$ cat config.mk
export PLATFORM = sky130hd
export DESIGN_NAME = fir_sample_source
export DESIGN_NICKNAME = d
export VERILOG_FILES = /design/src/rtl/fir_sample_source.sv
export SDC_FILE = /design/constraint.sdc
export NUM_CORES = 1
export LEC_CHECK = 0
export ABC_CLOCK_PERIOD_IN_PS = 2300
export CORE_UTILIZATION = 45
export DETAILED_ROUTE_END_ITERATION = 8
export MAX_ROUTING_LAYER = met4
export PLACE_DENSITY = 0.65
export SLEW_MARGIN = 20
export SYNTH_ARGS = -nofsm -noshare
export SYNTH_HDL_FRONTEND = slang
export SYNTH_SLANG_ARGS = --single-unit
export TNS_END_PERCENT = 100
$ cat constraint.sdc
create_clock -name clk -period 2.3 [get_ports clk]
set_clock_uncertainty 0.05 [all_clocks]
set_input_delay 0.23 -clock clk [delete_from_list [all_inputs] [get_ports clk]]
set_output_delay 0.23 -clock clk [all_outputs]
set_load 0.02 [all_outputs]
$ cat src/rtl/fir_sample_source.sv
// -----------------------------------------------------------------------------
// fir_sample_source
//
// Preloadable sample feeder for the FIR input port. Up to DEPTH samples are
// written into a local buffer while idle. A start pulse then streams them out
// over a valid/ready handshake, either once or looping. A programmable number
// of idle cycles can be inserted after each accepted sample.
//
// Ports:
//   clk           system clock, rising edge
//   reset         asynchronous, active-low reset
//   wr_en/wr_data append one sample to the buffer (idle only, ignored when full)
//   clear         empty the buffer (idle only, wins over wr_en)
//   start         begin streaming (single-cycle pulse, ignored if busy/empty)
//   abort         return to idle at once, without a done pulse
//   loop_en       wrap to entry 0 after the last entry instead of finishing
//   rate_div      idle cycles inserted after each accepted sample
//   sample_out    sample presented to the FIR
//   sample_valid  sample_out is valid
//   sample_ready  FIR accepts the sample
//   full          buffer holds DEPTH entries (registered)
//   busy          streaming (SEND or GAP)
//   done          one-cycle pulse after the last sample of a non-loop pass
//
// Optional build macro FIR_SRC_SAMPLE_CNT_EN adds sample_cnt[15:0], a
// wrapping count of accepted handshakes, cleared by reset and by start.
// -----------------------------------------------------------------------------
module fir_sample_source #(
   parameter int DATA_W = 4,
   parameter int DEPTH  = 8,
   parameter int PTR_W  = 3,
   parameter int DIV_W  = 4
) (
   input  logic              clk,
   input  logic              reset,
   input  logic              wr_en,
   input  logic [DATA_W-1:0] wr_data,
   input  logic              clear,
   input  logic              start,
   input  logic              abort,
   input  logic              loop_en,
   input  logic [DIV_W-1:0]  rate_div,
   output logic [DATA_W-1:0] sample_out,
   output logic              sample_valid,
   input  logic              sample_ready,
   output logic              full,
   output logic              busy,
   output logic              done
`ifdef FIR_SRC_SAMPLE_CNT_EN
   ,
   output logic [15:0]       sample_cnt
`endif
);

   localparam int CNT_W = PTR_W + 1;

   typedef enum logic [1:0] {
      IDLE = 2'd0,
      SEND = 2'd1,
      GAP  = 2'd2
   } state_t;

   state_t            state_q, state_d;
   logic [CNT_W-1:0]  count_q, count_d;
   logic [PTR_W-1:0]  rd_idx_q, rd_idx_d;
   logic [DIV_W-1:0]  gap_q, gap_d;
   logic [DATA_W-1:0] mem_q [DEPTH];
   logic [DATA_W-1:0] mem_d [DEPTH];
   logic              full_q, full_d;
   logic              done_q, done_d;

   logic              handshake;
   logic              last_entry;
   logic              start_ok;

   assign handshake  = (state_q == SEND) && sample_ready;
   assign last_entry = (rd_idx_q == PTR_W'(count_q - CNT_W'(1)));
   assign start_ok   = (state_q == IDLE) && start && (count_q != '0);

   // -------------------------------------------------------------------------
   // State register
   // -------------------------------------------------------------------------
   // NOTE: the buffer is reset explicitly so every entry reads 0 after reset;
   // that rules out mapping it onto a RAM macro.
   always_ff @(posedge clk or negedge reset) begin
      if (!reset) begin
         state_q  <= IDLE;
         count_q  <= '0;
         rd_idx_q <= '0;
         gap_q    <= '0;
         full_q   <= 1'b0;
         done_q   <= 1'b0;
         for (int i = 0; i < DEPTH; i++) mem_q[i] <= '0;
      end else begin
         // NOTE: non-blocking assignments here so every flop samples the
         // pre-edge value of the others, independent of statement order.
         state_q  <= state_d;
         count_q  <= count_d;
         rd_idx_q <= rd_idx_d;
         gap_q    <= gap_d;
         full_q   <= full_d;
         done_q   <= done_d;
         for (int i = 0; i < DEPTH; i++) mem_q[i] <= mem_d[i];
      end
   end

   // -------------------------------------------------------------------------
   // Next-state and datapath
   // -------------------------------------------------------------------------
   always_comb begin
      // NOTE: every variable gets a default first so no path infers a latch.
      state_d  = state_q;
      count_d  = count_q;
      rd_idx_d = rd_idx_q;
      gap_d    = gap_q;
      done_d   = 1'b0;
      for (int i = 0; i < DEPTH; i++) mem_d[i] = mem_q[i];

      unique case (state_q)
         IDLE: begin
            if (clear) begin
               count_d = '0;
            end else if (wr_en && !full_q) begin
               mem_d[count_q[PTR_W-1:0]] = wr_data;
               count_d = count_q + CNT_W'(1);
            end
            if (start_ok) begin
               state_d  = SEND;
               rd_idx_d = '0;
            end
         end

         SEND: begin
            // abort wins over a simultaneous handshake; the FIR still took
            // the sample, but the pass ends here without done.
            if (abort) begin
               state_d = IDLE;
            end else if (handshake) begin
               if (last_entry && !loop_en) begin
                  state_d = IDLE;
                  done_d  = 1'b1;
               end else begin
                  rd_idx_d = last_entry ? '0 : rd_idx_q + PTR_W'(1);
                  if (rate_div != '0) begin
                     state_d = GAP;
                     gap_d   = rate_div;
                  end
               end
            end
         end

         GAP: begin
            // gap_q counts the low-valid cycles still to go, including this one
            if (abort) begin
               state_d = IDLE;
            end else if (gap_q <= DIV_W'(1)) begin
               state_d = SEND;
               gap_d   = '0;
            end else begin
               gap_d = gap_q - DIV_W'(1);
            end
         end

         default: state_d = IDLE;
      endcase

      full_d = (count_d == CNT_W'(DEPTH));
   end

   // -------------------------------------------------------------------------
   // Outputs
   // -------------------------------------------------------------------------
   always_comb begin
      sample_valid = (state_q == SEND);
      busy         = (state_q != IDLE);
      sample_out   = sample_valid ? mem_q[rd_idx_q] : '0;
      full         = full_q;
      done         = done_q;
   end

`ifdef FIR_SRC_SAMPLE_CNT_EN
   logic [15:0] sample_cnt_q, sample_cnt_d;

   always_comb begin
      sample_cnt_d = sample_cnt_q;
      if (start_ok)       sample_cnt_d = '0;
      else if (handshake) sample_cnt_d = sample_cnt_q + 16'd1;
   end

   always_ff @(posedge clk or negedge reset) begin
      if (!reset) sample_cnt_q <= '0;
      else        sample_cnt_q <= sample_cnt_d;
   end

   assign sample_cnt = sample_cnt_q;
`endif

endmodule

==> summary.txt, run 1 <==
Status
  – Status: finished clean

Synthesis
  – Flops & latches, synth: 47
  – Synth async-reset ratio: between 90% and 100%
  – Most used DFF post-synth: dfrtp_1
  – Post-synth EDFFs: 0
  – Synthesized area: 0.00247 mm^2
  – Yosys cell types: 42
  – Synth Warn #: 0
  – Mapped Cells: 205
  – Synthesized net count: about 230
  – Seq/Total Area, Yosys: 47.5%
  – Avg Cell Area, Syn: 12.1 um^2

Route
  – Highest Signal Layer: met4
  – Iter 0 DRT Violations: 78
  – Vias per std cell: 5.49
  – DRC: 0
  – First-pass iteration count of the detailed router: 4
  – Post-Route WL: 5.07 mm
  – Met3 wire len: 187 um
  – M1 WL: 2.34 mm
  – ANT nets after route: 0
  – Vias: 1707
  – Met2 wire length: 2.51 mm
  – Drt wl/cell: 16.3 um

Critical path
  – Reg2reg start: count_q[0]
  – Worst Path Arrival: 1.91 ns
  – Setup crit end kind: primary output
  – Startpoint types: flop
  – Crit path launch: rd_idx_q[0]
  – Critical Path RT: 2.02 ns
  – Worst-path maximum fanout: 12
  – WS Path Type: reg2out

Clocking
  – CTS root buffer: clkbuf_8
  – CTS max path bufs: 2
  – Clock transition at path regs: ~0.090 ns
  – Total CTS buffers: 5
  – # H-tree levels: 2
  – Clk_lat worst skew: about 0.30 ns
  – CTS tree: done
  – CTS Sinks: 47
  – Postcts setup bufs: 0

Floorplan
  – Die Y-Extent: around 76 um
  – Die width: 76.1 um
  – Core area: 0.00520 mm^2
  – DIE AREA: 0.00580 mm^2
  – Io pins: 24
  – Core Rows: 26
  – Initial Util: 47.5%

Global routing
  – Gr ovfl total: 0
  – Vias in the first global route: 1728
  – First-pass GRT wire length: 8.69 mm
  – Initial antenna violation count: 0
  – Largest net degree at the start of global routing: 31
  – Overall global routing resource usage: between 10% and 20%

Placement
  – Port bufs: 23
  – Post-Place Worst Slack: approximately 0.09 ns
  – Detail Placement HPWL: 3.77 mm
  – RePlAce Congestion: 0.821

Worst hold path
  – Min-Delay Path Class: in2async

Timing
  – Max Freq: 457 MHz
  – RSZ-0062 raised after global routing: no
  – Final-report setup violation count: 0
  – Rel. slew slack: 72.4%
  – Worst-Margin Slew: between 0.4 and 0.5 ns
  – Setup TNS: 0 ns
  – Period minus WS final: approximately 2.2 ns
  – Final period util: 95.2%
  – Slew Viols, Final: 0
  – Setup WS post-layout: 0.111 ns
  – Hold Fails Final Rpt: 0

Pwr
  – VDD IR-drop max: 0.000628 V
  – Leakage: 1.35 nW
  – Power Density: 1190 mW/mm^2

Final layout
  – Final Util: 57.0%
  – Layout cells sized above 1: 27.8%
  – Area Growth Syn to Fin: 19.9%
  – Antenna Cells: 0
  – Final Net Count: 261

Flow run
  – Max cap viols: 0
==> metal layers <==
layer / global-route usage [%] / vias up
li1: - / 823
met1: 25.8 / 843
met2: 32.1 / 37
met3: 3.59 / 4
met4: 5.77 / 0
met5: - / -
==> sequential cells by signal, summed over array words and instances, names as in the netlist <==
| register | cells |
|---|---|
| count_q | 4 |
| done | 1 |
| full | 1 |
| gap_q | 4 |
| mem_q | 32 |
| rd_idx_q | 3 |
| state_q | 2 |
==> critical path: stages (launching register included) <==
cell and delay, ns:
dfrtp_1 0.38, buf_12 0.16, mux4_2 0.52, mux2i_1 0.15
nor2_1 0.07, dlygate4sd2_1 0.32
==> cells in the final DEF, fill, tap and decap left out, types with 2 or more instances in the layout <==
cell type,n
a21oi_1,8
and2_1,2
buf_4,10
clkbuf_8,5
clkdlybuf4s50_1,18
dfrtp_1,47
dlygate4sd2_1,4
ha_1,5
inv_1,7
mux2_2,32
mux2i_1,6
mux4_2,8
nand2_1,12
nand2b_1,3
nand3_1,2
nand3b_1,2
nand4_1,2
nor2_1,18
nor2b_1,3
nor3_1,3
nor3_2,2
nor3b_1,2
o21ai_0,10
o31ai_1,2
or4_1,3
xor2_1,3
==> Yosys cell counts (all sizes together), types with 2 or more instances <==
cell type | instances | share of area, %
nand4 | 2 | 0.51
nand2b | 3 | 0.76
inv | 7 | 1.1
ha | 5 | 2.5
or4 | 3 | 0.91
and2 | 2 | 0.51
clkbuf | 3 | 0.46
mux2 | 32 | 15
nor2 | 18 | 2.7
buf | 4 | 0.86
mux2i | 6 | 2.4
xor2 | 3 | 1.1
nor3 | 5 | 1.4
o31ai | 2 | 0.61
a21oi | 8 | 1.6
nand3 | 2 | 0.40
dfrtp | 47 | 48
mux4 | 8 | 7.3
nor2b | 3 | 0.76
o21ai | 10 | 2.0
nand3b | 2 | 0.61
nand2 | 13 | 2.1
nor3b | 4 | 1.9
==> worst paths after layout <==
check | endpoint | slack [ns] | cells past startpoint
setup / recovery | sample_out[0] | 0.11 | 5
hold / removal | done | 0.34 | 2
setup reg to reg | gap_q[2] | 0.24 | 7
hold reg to reg | mem_q[0] | 0.46 | 1
max in group asynchronous | mem_q[14] | 1.13 | 3
min in group clk | mem_q[0] | 0.46 | 1
==> power by group <==
group	leakage, nW	internal (mW)	switching, mW	total [mW]
logic	0.668	0.812	0.791	1.60
clock network	0.0581	0.324	0.279	0.602
registers	0.619	1.12	0.192	1.32
total	1.35	2.26	1.26	3.52
==> metrics by stage <==
step	hold slack, ns	cell area, um^2	cells	power (mW)
global route	0.379	2970	311	3.78
global placement	0.142	2850	302	2.93
CTS	0.352	2970	311	3.56
floorplan	-0.116	2470	205	2.42
finish	0.340	2970	311	3.52
detailed placement	0.137	2850	302	2.97
==> cell type report <==
| cell class | count | area, um^2 |
|---|---|---|
| clock inverter | 3 | 43.8 |
| sequential | 47 | 1180 |
| timing repair buffer | 35 | 325 |
| multi-input combinational | 144 | 1240 |
| fill | 452 | 2240 |
| tap | 70 | 87.6 |
| inverter | 7 | 26.3 |
| clock buffer | 5 | 68.8 |
==> logic make-up after synthesis <==
family / share of synthesized area, %
DFF: 47.5
and+or+nand+nor: 13.5
adders and majority gates: 2.53
muxes: 24.3
xor gates and xnor gates: 1.97
AOI/OAI and AO/OA: 7.79
buffers and inverters: 2.38
==> timing repair <==
action / 4_1_cts / 5_1_grt
resized for setup: 4 / 0
endpoints found under the hold margin: 17 / 0
endpoints found under the setup margin: 4 / 0
hold buffers: 1 / 0
No activity file was read; power rests on OpenSTA's default activity.
==> inputs of run 2 (changes only) <==
Settings changed: SLEW_MARGIN 20 to unset.
==> results of run 2 <==
Same layout as run 1: the final DEF is identical, and so are final timing and power.
